--- config.mk ---
export PLATFORM = sky130hd
export DESIGN_NAME = prbs_gen
export DESIGN_NICKNAME = d
export VERILOG_FILES = /design/src/rtl/prbs_pkg.sv /design/src/rtl/prbs8_lfsr.sv /design/src/rtl/prbs_gen.sv
export SDC_FILE = /design/constraint.sdc
export NUM_CORES = 1
export LEC_CHECK = 0
export BUFFER_PORTS_ARGS = -buffer_cell sky130_fd_sc_hd__buf_2
export CAP_MARGIN = 0
export CORE_MARGIN = 3
export CORE_UTILIZATION = 53
export CTS_BUF_LIST = sky130_fd_sc_hd__clkbuf_4 sky130_fd_sc_hd__clkbuf_8
export DETAILED_ROUTE_END_ITERATION = 6
export PLACE_DENSITY = 0.86
export SYNTH_ARGS = -nofsm -noshare
export SYNTH_HDL_FRONTEND = slang
export SYNTH_SLANG_ARGS = --single-unit
--- constraint.sdc ---
create_clock -name clk -period 2.2 [get_ports clk]
set_input_delay 0.33 -clock clk [delete_from_list [all_inputs] [get_ports clk]]
set_output_delay 0.33 -clock clk [all_outputs]
set_load 0.005 [all_outputs]
--- src/rtl/prbs_pkg.sv ---
// Shared definitions for the 8-bit PRBS link: seed, LFSR step function and FSM states.
// The RX checker imports this package so both ends step the sequence identically.
package prbs_pkg;

    localparam logic [7:0] PRBS_SEED = 8'h08;

    typedef enum logic [1:0] {
        IDLE  = 2'd0,
        TRAIN = 2'd1,
        HOLD  = 2'd2,
        RUN   = 2'd3
    } prbs_state_e;

    function automatic logic [7:0] prbs8_next(input logic [7:0] p);
        logic [7:0] n;
        n[7] = p[1] ^ p[3];
        n[6] = p[7] ^ p[1] ^ p[2];
        n[5] = p[6] ^ p[7];
        n[4] = p[5] ^ p[6];
        n[3] = p[4] ^ p[5];
        n[2] = p[3] ^ p[4];
        n[1] = p[2] ^ p[3];
        n[0] = p[1] ^ p[2];
        return n;
    endfunction

endpackage

--- src/rtl/prbs8_lfsr.sv ---
// 8-bit PRBS state register; seed reload takes priority over stepping.
module prbs8_lfsr
    import prbs_pkg::*;
(
    input  logic       clk,
    input  logic       rstn,
    input  logic       load_seed,
    input  logic       advance,
    output logic [7:0] q
);

    always_ff @(posedge clk or negedge rstn) begin
        if (!rstn) begin
            q <= PRBS_SEED;
        end else if (load_seed) begin
            q <= PRBS_SEED;
        end else if (advance) begin
            q <= prbs8_next(q);
        end
    end

endmodule

--- src/rtl/prbs_gen.sv ---
// TX PRBS source: training word, seed hold, then PRBS words, with single-word
// error injection and word/injection counters for link bring-up.
module prbs_gen
    import prbs_pkg::*;
#(
    parameter logic [7:0] TRAIN_WORD   = 8'hF0,
    parameter int         TRAIN_CYCLES = 64,
    parameter int         SEED_HOLD    = 4,
    parameter int         CNT_W        = 32
) (
    input  logic             clk,
    input  logic             rstn,
    input  logic             testen,
    input  logic             err_inj,
    output logic [7:0]       tx_data,
    output logic             tx_test,
    output logic             running,
    output logic [CNT_W-1:0] word_cnt,
    output logic [15:0]      inj_cnt
);

    localparam int PH_MAX = (TRAIN_CYCLES > SEED_HOLD) ? TRAIN_CYCLES : SEED_HOLD;
    localparam int PH_W   = $clog2(PH_MAX) + 1;
    localparam logic [PH_W-1:0] TRAIN_LAST = PH_W'(TRAIN_CYCLES - 1);
    localparam logic [PH_W-1:0] HOLD_LAST  = PH_W'(SEED_HOLD - 1);

    logic rst_meta, rst_n;
    logic en_meta, en_s;
    logic inj_meta, inj_s, inj_d, inj_pulse;
    logic inj_pend;

    prbs_state_e     state, state_nx;
    logic [PH_W-1:0] ph_cnt, ph_cnt_nx;
    logic            load_seed, advance, emit;
    logic [7:0]      tx_data_nx;
    logic            tx_test_nx;
    logic [7:0]      lfsr_q;

    // Reset asserts asynchronously and releases on a clock edge.
    always_ff @(posedge clk or negedge rstn) begin
        if (!rstn) begin
            rst_meta <= 1'b0;
            rst_n    <= 1'b0;
        end else begin
            rst_meta <= 1'b1;
            rst_n    <= rst_meta;
        end
    end

    always_ff @(posedge clk or negedge rst_n) begin
        if (!rst_n) begin
            en_meta  <= 1'b0;
            en_s     <= 1'b0;
            inj_meta <= 1'b0;
            inj_s    <= 1'b0;
            inj_d    <= 1'b0;
        end else begin
            en_meta  <= testen;
            en_s     <= en_meta;
            inj_meta <= err_inj;
            inj_s    <= inj_meta;
            inj_d    <= inj_s;
        end
    end

    assign inj_pulse = inj_s & ~inj_d;

    prbs8_lfsr u_lfsr (
        .clk       (clk),
        .rstn      (rst_n),
        .load_seed (load_seed),
        .advance   (advance),
        .q         (lfsr_q)
    );

    always_comb begin
        state_nx   = state;
        ph_cnt_nx  = ph_cnt;
        load_seed  = 1'b0;
        advance    = 1'b0;
        emit       = 1'b0;
        tx_data_nx = TRAIN_WORD;
        tx_test_nx = 1'b0;
        // Losing enable aborts any active state before anything else is considered.
        if (state != IDLE && !en_s) begin
            state_nx  = IDLE;
            load_seed = 1'b1;
        end else begin
            case (state)
                IDLE: begin
                    load_seed = 1'b1;
                    if (en_s) begin
                        state_nx  = TRAIN;
                        ph_cnt_nx = '0;
                    end
                end
                TRAIN: begin
                    if (ph_cnt == TRAIN_LAST) begin
                        state_nx  = HOLD;
                        ph_cnt_nx = '0;
                    end else begin
                        ph_cnt_nx = ph_cnt + 1'b1;
                    end
                end
                HOLD: begin
                    tx_data_nx = PRBS_SEED;
                    tx_test_nx = 1'b1;
                    emit       = 1'b1;
                    if (ph_cnt == HOLD_LAST) begin
                        state_nx  = RUN;
                        ph_cnt_nx = '0;
                    end else begin
                        ph_cnt_nx = ph_cnt + 1'b1;
                    end
                end
                RUN: begin
                    tx_data_nx = prbs8_next(lfsr_q);
                    tx_test_nx = 1'b1;
                    emit       = 1'b1;
                    advance    = 1'b1;
                end
                default: state_nx = IDLE;
            endcase
        end
    end

    // A pending inversion is consumed by the very next emitted word; pulses seen
    // while one is pending are absorbed into it.
    always_ff @(posedge clk or negedge rst_n) begin
        if (!rst_n) begin
            state    <= IDLE;
            ph_cnt   <= '0;
            tx_data  <= TRAIN_WORD;
            tx_test  <= 1'b0;
            running  <= 1'b0;
            word_cnt <= '0;
            inj_cnt  <= '0;
            inj_pend <= 1'b0;
        end else begin
            state    <= state_nx;
            ph_cnt   <= ph_cnt_nx;
            tx_data  <= tx_data_nx ^ {7'b0, inj_pend & emit};
            tx_test  <= tx_test_nx;
            running  <= emit;
            inj_pend <= emit & ~inj_pend & inj_pulse;
            if (emit) begin
                word_cnt <= word_cnt + 1'b1;
            end else begin
                word_cnt <= '0;
            end
            if (inj_pend && emit && inj_cnt != 16'hFFFF) begin
                inj_cnt <= inj_cnt + 16'd1;
            end
        end
    end

endmodule

==> flow_summary_export.csv <==
group,metric,value,unit
outcome,status,"completed",
drt,vias,3175,
timing,finalMaxSlewViolations,0,
cells_and_area,fin_nets,460,
placed_design,io_buffers,61,
yosys,yosysWarnings,0,
yosys,ys_async_sr_fraction,100,%
floorplanning,die_x,91.3,µm
floorplanning,io-pin-count,62,
floorplanning,core,6910,µm²
clocking,clkTransAtPathRegs,0.08,ns
yosys,synth-seq-cells,81,
setup_path,r2r_start,"ph_cnt[0]",
setup_path,cp_slowest_cell,"mux4_2",
timing,fmax,485,MHz
placed_design,place_congestion,0.788,
yosys,syn_area,3860,µm²
timing,tightest_slew,0.564,ns
global_route,track_usage,20.8,%
setup_path,cp_top_family,"simple AND/OR/NAND/NOR gates",
cells_and_area,drive_gt1_share,23.1,%
floorplanning,rows,30,
yosys,avgSynthCellArea,10.2,µm²
timing,tns,0,ns
setup_path,path_buf_inv,0,
clocking,htree_levels,3,
placed_design,dp.final_hpwl,5.74,mm
setup_path,critical-path-max-stage-delay,0.46,ns
cells_and_area,antenna_cells,0,
power,vdd_drop_max,0.000568,V
drt,ant_nets,0,
setup_path,critPathKind,"flop to flop",
drt,wirelength,8.21,mm
clocking,clock-sinks,81,
yosys,synth_edf_count,0,
global_route,antenna_found_initial,0,
setup_path,critical_path.endpoint_type,"flop",
timing,rsz0062_at_grt,"no",
power,leakage,2.09,nW
drt,drtPass1Iterations,4,
clocking,root_buffer,"clkbuf_8",
run,max_cap_violations,0,
floorplanning,initial_core_util,55.8,%
yosys,synth_fp_nets,388,
cells_and_area,multi_input_area,1740,µm²
yosys,netlist_instances,377,
yosys,synth_seq_area_share,52.7,%
drt,drc,0,
clocking,clock_latency,0.35,ns
cells_and_area,regArea,2040,µm²
timing,setup_viol,0,
drt,vias_per_cell,5.77,
cells_and_area,final_cells,550,
drt,drtIter0Drc,175,
floorplanning,chipHeight,91.3,µm
hold_path,hold_class,"input port to flop",
floorplanning,dieArea,8340,µm²
global_route,overflow,0,
setup_path,crit_path_max_fanout,6,
setup_path,critPathRequiredTime,2.43,ns
power,powerDensity,832,nW/µm²
cells_and_area,fillers,547,
clocking,cts_buffers,9,
timing,clock_skew,0.0125,ns
global_route,grt_pass1_vias,3029,
yosys,synth_top_flop_cell,"dfrtp_1",
cells_and_area,fin_util,66.4,%
setup_path,path_cells,"ha_4 -> nand4_1 -> o31a_1 -> or4_1 -> mux4_2",
hold_path,hp-start,"testen",
timing,slew-limit-headroom,62.4,%
global_route,grt_pass1_wl,14.0,mm
timing,hold_viol_final,0,
global_route,grt_max_degree,52,
setup_path,startpoint,"ph_cnt[0]",
yosys,synth.distinct_cells,44,
clocking,cts_max_path_buffers,2,
setup_path,start_kind,"flop",
clocking,cts_tree,"done",
timing,min_period_over_period,93.7,%
power,power.total,3.81,mW
placed_design,place_inst,531,
cells_and_area,area_growth,18.9,%
drt,wire_per_inst,14.9,µm
setup_path,arrival,2.29,ns
timing,fin_crit,2.06,ns
-- layer usage --
layer	vias to the layer above	share of wire (%)	track usage, %	routed length, µm
met5	-	0	0	0
met3	10	4.1	4.72	334
met4	0	1.5	7.41	123
li1	1505	-	-	-
met2	79	51	35.1	4190
met1	1581	43	26.2	3560
-- final timing paths --
path                               endpoint  slack (ns)  depth (start not counted)
worst max-delay path               state[0]        0.14                          5
max in group asynchronous       u_lfsr.q[3]        1.31                          1
min in group asynchronous           en_meta        0.26                          0
worst min register to register      en_meta        0.26                          0
worst min-delay path                en_meta        0.08                          1
worst max register to register     state[0]        0.14                          5
-- power breakdown --
group	internal (mW)	switching, mW	leakage, nW
Sequential	1.66	0.115	1.09
Combinational	0.385	0.532	0.900
Clock	0.599	0.524	0.106
-- what timing repair did --
item                                    4_1_cts  5_1_grt
hold buffers                                  1        0
hold endpoints to repair                      2        0
resized for setup                             0        3
buffers inserted                              0        2
endpoints found under the setup margin        0        5
-- synthesized netlist by cell type (2+ instances only) --
cell type / count / area [µm²]
a21oi_1: 24 / 120
and2_1: 5 / 31.3
and3_1: 8 / 50.1
and4_1: 6 / 52.6
clkbuf_1: 12 / 45.0
dfrtp_1: 76 / 1900
dfstp_2: 5 / 131
ha_1: 7 / 87.6
inv_1: 13 / 48.8
mux2_2: 2 / 22.5
mux2i_1: 2 / 20.0
nand2_1: 36 / 135
nand2b_1: 8 / 50.1
nand3_1: 16 / 80.1
nand4_1: 19 / 119
nor2_1: 19 / 71.3
nor2b_1: 3 / 18.8
nor3_1: 5 / 25.0
nor4_1: 4 / 25.0
nor4b_1: 2 / 17.5
o21ai_0: 14 / 70.1
o22ai_1: 4 / 25.0
o311ai_0: 2 / 17.5
o31a_1: 2 / 17.5
o31ai_1: 11 / 82.6
or3_1: 8 / 50.1
or4_1: 13 / 97.6
xnor2_1: 22 / 193
xor2_1: 14 / 123
-- state kept, by name (all words and copies together), names as in the netlist, 2 cells and up --
| register | flops |
|---|---|
| state | 2 |
| inj_cnt | 16 |
| u_lfsr.q | 7 |
| ph_cnt | 7 |
| tx_data | 8 |
| word_cnt | 32 |
-- cells by family after synthesis --
kind of cell	synth area share, %
other	0.0972
multiplexers	1.69
XOR/XNOR	8.18
flip-flops	52.7
adder cells (fa/ha/maj)	2.27
AND/OR/NAND/NOR	22.3
buffers and inverters	2.73
AO/OA/AOI/OAI	10.1
-- layout by cell type (no fill, tap or decap), types with 14 or more instances in the layout --
cell type | netlist | layout
o21ai_0 | 14 | 14
a21oi_1 | 24 | 24
nand4_1 | 19 | 19
dfrtp_1 | 76 | 75
nand3_1 | 16 | 16
xnor2_1 | 22 | 22
buf_2 | 0 | 61
nand2_1 | 36 | 36
nor2_1 | 19 | 19
xor2_1 | 14 | 14
-- worst reg2reg max path: stages, from the launching register on --
cell and delay [ns]:
dfrtp_1 0.42, ha_4 0.17, nand4_1 0.12, o31a_1 0.38, or4_1 0.41, mux4_2 0.46
-- through the flow --
step / cell area, µm² / hold slack (ns) / setup WS [ns]
2_1_floorplan: 3860 / 0.0344 / 0.211
3_3_place_gp: 4330 / 0.115 / 0.164
3_5_place_dp: 4330 / 0.116 / 0.0862
4_1_cts: 4550 / 0.0644 / 0.0851
5_1_grt: 4580 / 0.0650 / 0.0133
6_report: 4580 / 0.0835 / 0.138
-- final cells by class --
class                           count  area share [%]
Clock buffer                       12            3.47
Clock inverter                      4            1.12
Inverter                           13            1.06
Multi-Input combinational cell    269            38.0
Sequential cell                    81            44.4
Tap cell                           96            2.62
Timing Repair Buffer               75            9.28
(Power assumes the default switching activity.)
